## src/rtl/neo_pkg.sv

```systemverilog
// neo_pkg: shared definitions for the NEO frame sequencer and datapath.
//   state_e        : sequencer state encoding (2-bit)
//   PRIME_CNT_DEF  : default number of window-fill samples whose outputs are discarded
package neo_pkg;

  localparam int unsigned PRIME_CNT_DEF = 3;

  typedef enum logic [1:0] {
    IDLE  = 2'd0,
    PRIME = 2'd1,
    RUN   = 2'd2,
    DONE  = 2'd3
  } state_e;

endpackage

```

## src/rtl/neo_write_counter.sv

```systemverilog
// neo_write_counter: result address register plus scheduled-write counter.
//   clk, rst   : clock, asynchronous active-high reset
//   clear      : reload address with BASE_ADDR and zero the write count (wins over adv/sched)
//   sched      : one write has been scheduled this cycle
//   adv        : one write is issued this cycle; address moves to the next slot
//   addr       : current write address (registered)
//   last_c     : the next scheduled write is the final one of the frame (combinational)
module neo_write_counter #(
  parameter int unsigned ADDR_W    = 10,
  parameter int unsigned FRAME_LEN = 1024,
  parameter int unsigned BASE_ADDR = 0
) (
  input  logic              clk,
  input  logic              rst,
  input  logic              clear,
  input  logic              sched,
  input  logic              adv,
  output logic [ADDR_W-1:0] addr,
  output logic              last_c
);

  // One extra bit so a full 2**ADDR_W frame does not overflow the count.
  localparam int unsigned CNT_W = ADDR_W + 1;

  logic [ADDR_W-1:0] addr_q, addr_d;
  logic [CNT_W-1:0]  wr_cnt_q, wr_cnt_d;

  // Address advances on issued writes; count advances on scheduled writes.
  always_comb begin
    addr_d   = addr_q;
    wr_cnt_d = wr_cnt_q;
    if (clear) begin
      addr_d   = ADDR_W'(BASE_ADDR);
      wr_cnt_d = '0;
    end else begin
      if (adv) begin
        addr_d = addr_q + ADDR_W'(1);
      end
      if (sched) begin
        wr_cnt_d = wr_cnt_q + CNT_W'(1);
      end
    end
  end

  always_ff @(posedge clk or posedge rst) begin
    if (rst) begin
      addr_q   <= ADDR_W'(BASE_ADDR);
      wr_cnt_q <= '0;
    end else begin
      addr_q   <= addr_d;
      wr_cnt_q <= wr_cnt_d;
    end
  end

  assign addr   = addr_q;
  assign last_c = (wr_cnt_q == CNT_W'(FRAME_LEN - 1));

endmodule

```

## src/rtl/neo_frame_sequencer.sv

```systemverilog
// neo_frame_sequencer: runs the NEO datapath for one frame at a time.
//   clk, rst   : clock, asynchronous active-high reset
//   enable     : frame request, only looked at in IDLE
//   abort      : synchronous abandon of the current frame
//   in_valid   : sample source has data
//   in_ready   : sample accepted this cycle (combinational)
//   full       : result memory cannot take new results (almost-full by one)
//   dp_clr     : datapath window clear, asserted in the IDLE cycle that starts a frame
//   dp_start   : datapath shift/compute strobe, equal to accept (combinational)
//   mem_we     : result write strobe, one cycle after each RUN accept
//   mem_addr   : result write address
//   busy       : frame in progress (PRIME or RUN)
//   done       : one-cycle pulse together with the last write
//   frame_cnt  : completed frames, wraps at 256
module neo_frame_sequencer
  import neo_pkg::*;
#(
  parameter int unsigned ADDR_W    = 10,
  parameter int unsigned FRAME_LEN = 1024,
  parameter int unsigned BASE_ADDR = 0,
  parameter int unsigned PRIME_CNT = PRIME_CNT_DEF
) (
  input  logic              clk,
  input  logic              rst,
  input  logic              enable,
  input  logic              abort,
  input  logic              in_valid,
  output logic              in_ready,
  input  logic              full,
  output logic              dp_clr,
  output logic              dp_start,
  output logic              mem_we,
  output logic [ADDR_W-1:0] mem_addr,
  output logic              busy,
  output logic              done,
  output logic [7:0]        frame_cnt
);

  // PRIME_CNT is expected to be at least 1.
  localparam int unsigned PC_W = $clog2(PRIME_CNT + 1);

  state_e          state_q, state_d;
  logic [PC_W-1:0] prime_cnt_q, prime_cnt_d;
  logic            mem_we_q, mem_we_d;
  logic            busy_q, busy_d;
  logic            done_q, done_d;
  logic [7:0]      frame_cnt_q, frame_cnt_d;

  logic active;
  logic accept;
  logic wc_clear;
  logic wc_sched;
  logic wc_last;

  // Handshake: abort and full both block new samples in the same cycle.
  assign active   = (state_q == PRIME) || (state_q == RUN);
  assign in_ready = active & ~full & ~abort;
  assign accept   = in_valid & in_ready;
  assign dp_start = accept;

  // Next-state and control decode.
  always_comb begin
    state_d     = state_q;
    prime_cnt_d = prime_cnt_q;
    mem_we_d    = 1'b0;
    frame_cnt_d = frame_cnt_q;
    dp_clr      = 1'b0;
    wc_clear    = 1'b0;
    wc_sched    = 1'b0;

    case (state_q)
      IDLE: begin
        wc_clear    = 1'b1;
        prime_cnt_d = '0;
        if (enable) begin
          dp_clr  = 1'b1;
          state_d = PRIME;
        end
      end
      PRIME: begin
        if (accept) begin
          if (prime_cnt_q == PC_W'(PRIME_CNT - 1)) begin
            prime_cnt_d = '0;
            state_d     = RUN;
          end else begin
            prime_cnt_d = prime_cnt_q + PC_W'(1);
          end
        end
      end
      RUN: begin
        if (accept) begin
          // Datapath registers its result on this edge; write it next cycle.
          mem_we_d = 1'b1;
          wc_sched = 1'b1;
          if (wc_last) begin
            state_d = DONE;
          end
        end
      end
      DONE: begin
        wc_clear = 1'b1;
        state_d  = IDLE;
      end
      default: begin
        state_d = IDLE;
      end
    endcase

    // Abort drops the frame; a write already registered still goes out this cycle.
    if (abort && (state_q != IDLE)) begin
      state_d     = IDLE;
      prime_cnt_d = '0;
      mem_we_d    = 1'b0;
      wc_clear    = 1'b1;
      wc_sched    = 1'b0;
    end

    if (state_d == DONE) begin
      frame_cnt_d = frame_cnt_q + 8'd1;
    end

    busy_d = (state_d == PRIME) || (state_d == RUN);
    done_d = (state_d == DONE);
  end

  always_ff @(posedge clk or posedge rst) begin
    if (rst) begin
      state_q     <= IDLE;
      prime_cnt_q <= '0;
      mem_we_q    <= 1'b0;
      busy_q      <= 1'b0;
      done_q      <= 1'b0;
      frame_cnt_q <= 8'd0;
    end else begin
      state_q     <= state_d;
      prime_cnt_q <= prime_cnt_d;
      mem_we_q    <= mem_we_d;
      busy_q      <= busy_d;
      done_q      <= done_d;
      frame_cnt_q <= frame_cnt_d;
    end
  end

  // Address follows issued writes, so it holds the slot being written while mem_we is high.
  neo_write_counter #(
    .ADDR_W    (ADDR_W),
    .FRAME_LEN (FRAME_LEN),
    .BASE_ADDR (BASE_ADDR)
  ) u_write_counter (
    .clk    (clk),
    .rst    (rst),
    .clear  (wc_clear),
    .sched  (wc_sched),
    .adv    (mem_we_q),
    .addr   (mem_addr),
    .last_c (wc_last)
  );

  assign mem_we    = mem_we_q;
  assign busy      = busy_q;
  assign done      = done_q;
  assign frame_cnt = frame_cnt_q;

endmodule
```

## config.mk

```make
export PLATFORM = sky130hd
export DESIGN_NAME = neo_frame_sequencer
export DESIGN_NICKNAME = d
export VERILOG_FILES = /design/src/rtl/neo_pkg.sv /design/src/rtl/neo_write_counter.sv /design/src/rtl/neo_frame_sequencer.sv
export SDC_FILE = /design/constraint.sdc
export NUM_CORES = 1
export LEC_CHECK = 0
export ABC_CLOCK_PERIOD_IN_PS = 6650
export BUFFER_PORTS_ARGS = -buffer_cell sky130_fd_sc_hd__buf_2
export CORE_MARGIN = 2
export CORE_UTILIZATION = 55
export DETAILED_ROUTE_END_ITERATION = 6
export GPL_TIMING_DRIVEN = 0
export PLACE_DENSITY = 0.88
export SYNTH_ARGS = -nofsm -noshare
export SYNTH_HDL_FRONTEND = slang
export SYNTH_SLANG_ARGS = --single-unit
export TNS_END_PERCENT = 20
```

## constraint.sdc

```tcl
create_clock -name clk -period 6.65 [get_ports clk]
set_input_delay 0.3325 -clock clk [delete_from_list [all_inputs] [get_ports clk]]
set_output_delay 0.3325 -clock clk [all_outputs]
set_load 0.1 [all_outputs]
```

==> summary.txt <==
crit path kind -> register to register
fin. max-slew vios -> 0
routed length on met3 -> 133 microns
uppermost routed layer -> met4
Max Root-Sink Buffers -> 2
Worst EP required -> 6.89 ns
Vias -> 1307
CP cell instances -> inv_1, ha_1, nand4bb_4, inv_1, a311oi_1, o32ai_1, ha_1, nand4_1, nor2_1, nand3_1, xnor2_1
WL met2 -> 1670 microns
Area after DPL -> 2030 sq um
syn_nets -> 181
clk root buf -> clkbuf_4
CTS hold repair buffers -> 0
vias in the first global route -> 1261
fin cells -> 248
Post-DP HPWL -> 2400 microns
family with the most delay on the worst path -> adder cells
highest-count cells in the layout ignoring fill and taps -> 36 x dfrtp_1, 30 x buf_2, 22 x nor2_1
mean post-synth cell area -> 11.0 sq um
Antenna Cells -> 0
Setup Fix Bufs, Post-CTS -> 0
DIE HEIGHT -> 61.7 microns
unrepaired setup endpoints after global routing -> false
wl on met1 -> 1480 microns
first-pass GRT wire length -> 5540 microns
gr usage total -> 20.0%
core area -> 3100 sq um
Final min period -> 2.66 ns
Static Leakage -> 1.06 nW
relative slew slack -> 51.4%
Worst EP arrival -> 2.89 ns
largest net degree at the start of global routing -> 37
drt first pass iters -> 4
most common cell after layout, fill and taps aside -> dfrtp_1
Worst Tran Pin Value -> 0.727 ns
drt first-iter violations -> 49
setup_tns -> 0 ns
maximum fanout along the worst path -> 6
fin area -> 2090 sq um
clk slew on worst S/H paths -> 0.11 ns
register area share after synthesis -> 49.2%
DR vias/cell -> 5.27
CP bufs+invs -> 2
Area Overhead vs Synth -> 14.3%
Min-Delay Path Class -> input port to async pin
Yosys reg bits -> 36
Synth warnings -> 0
Die X -> 61.7 microns
total grt overflow -> 0
Max VDD drop -> 0.213 mV
final WL -> 3350 microns
status -> complete, no violations
CP startpoint kind -> register
CTS tree -> done
share of layout cells above drive strength 1 -> 25.0%
Die ar. -> 3810 sq um
Num CTS Buffers -> 5
# rows -> 20
Final Wtd Congestion -> 0.757
final period utilization -> 39.9%
input/output buffers -> 29
Post-DRT Antenna Nets -> 0
Gate Count Post-Synth -> 167
initial antenna violation count -> 0
max-cap violations -> 0
CTS sink cnt -> 36
Placed Cells -> 240
Syn Std Cell Area -> 1830 sq um
post-cts sizing count -> 0
Fmax -> 0.377 GHz
Setup crit end kind -> register
# nets final -> 217
Hold Fails Final Rpt -> 0
H-tree levels -> 2
PwrDens -> 240 nW/um^2
DRC -> 0
detailed-route wire length per cell -> 13.5 microns
Final setup viols -> 0
CP max-delay cell -> dfrtp_1
Clk Latency, worst-skew pair -> 0.34 ns
post-route clock skew -> 0.00790 ns
Design Power -> 502 uW
IO Count -> 30
Initial Util -> 59.0%
CP max stage delay -> 0.42 ns
Yosys cell types -> 33
## cell usage after synthesis, drive strengths merged
master	instances	share of area [%]
nor3	5	1.4
and4	2	0.96
dfrtp	36	49
nor3b	1	0.41
o221ai	1	0.48
clkbuf	1	0.20
mux2	3	1.8
nand4bb	1	1.5
or2b	1	0.41
a311oi	1	0.48
nand2	14	2.9
nor2b	1	0.34
nand4	7	3.2
xnor2	15	7.2
o2111ai	1	0.48
nor2	24	5.2
and3	1	0.34
nor4	4	4.6
a22o	1	0.48
a21oi	3	0.82
o21ai	3	0.82
inv	9	1.8
nand3	8	2.2
mux2i	1	0.55
ha	8	5.5
xor2	9	4.3
o32ai	1	0.48
buf	2	0.89
and2	1	0.34
or3	2	0.68
## metal layers
metal  vias to the layer above  global-route usage (%)
li1                        640                       -
met2                        32                    34.4
met5                         -                       0
met1                       627                    24.4
met3                         8                    4.97
met4                         0                    6.99
## final cells by class
cell class / count / area, sq um
fill: 268 / 1010
sequential: 36 / 901
multi-input combinational: 119 / 876
timing repair buffer: 29 / 145
tap: 44 / 55.1
clock buffer: 6 / 51.3
inverter: 9 / 33.8
buffer: 3 / 20.0
clock inverter: 2 / 10.0
## kinds of logic after synthesis
group	synth area share [%]
AOI/OAI and AO/OA	4.03
xor gates and xnor gates	11.5
muxes	2.39
DFF	49.2
buffers and inverters	2.94
adders and majority gates	5.47
and+or+nand+nor	24.5
## worst paths after layout
check,startpoint,endpoint,slack [ns],depth (start not counted)
worst max-delay path,state_q[1]$_DFF_PP0_,frame_cnt[7]$_DFFE_PP0N_,3.99,11
worst min-delay path,rst,frame_cnt[1]$_DFFE_PP0N_,0.11,2
worst max register to register,state_q[1]$_DFF_PP0_,frame_cnt[7]$_DFFE_PP0N_,3.99,11
worst min register to register,frame_cnt[7]$_DFFE_PP0N_,frame_cnt[7]$_DFFE_PP0N_,0.47,1
max in group asynchronous,rst,u_write_counter.addr[9]$_DFFE_PP0P_,6.08,2
min in group clk,enable,state_q[1]$_DFF_PP0_,0.26,2
## flip-flops by register name (all words and copies together), names as in the netlist
signal,count
busy,1
done,1
frame_cnt,8
mem_we,1
prime_cnt_q,2
state_q,2
u_write_counter.addr,10
u_write_counter.wr_cnt_q,11
## power by group
part           total (mW)  internal (mW)  switching, mW
registers           0.232          0.226        0.00601
logic               0.147         0.0321          0.115
clock network       0.123         0.0503         0.0730
## stage by stage
step	worst slack, ns	utilization (%)	hold WS [ns]
final	3.99	67.4	0.105
after global routing	3.72	67.4	0.168
after CTS	3.98	67.4	0.244
after detailed placement	4.01	65.4	0.462
after global placement	4.03	65.4	0.458
after floorplan	3.31	-	0.490
No activity file was read; power rests on OpenSTA's default activity.
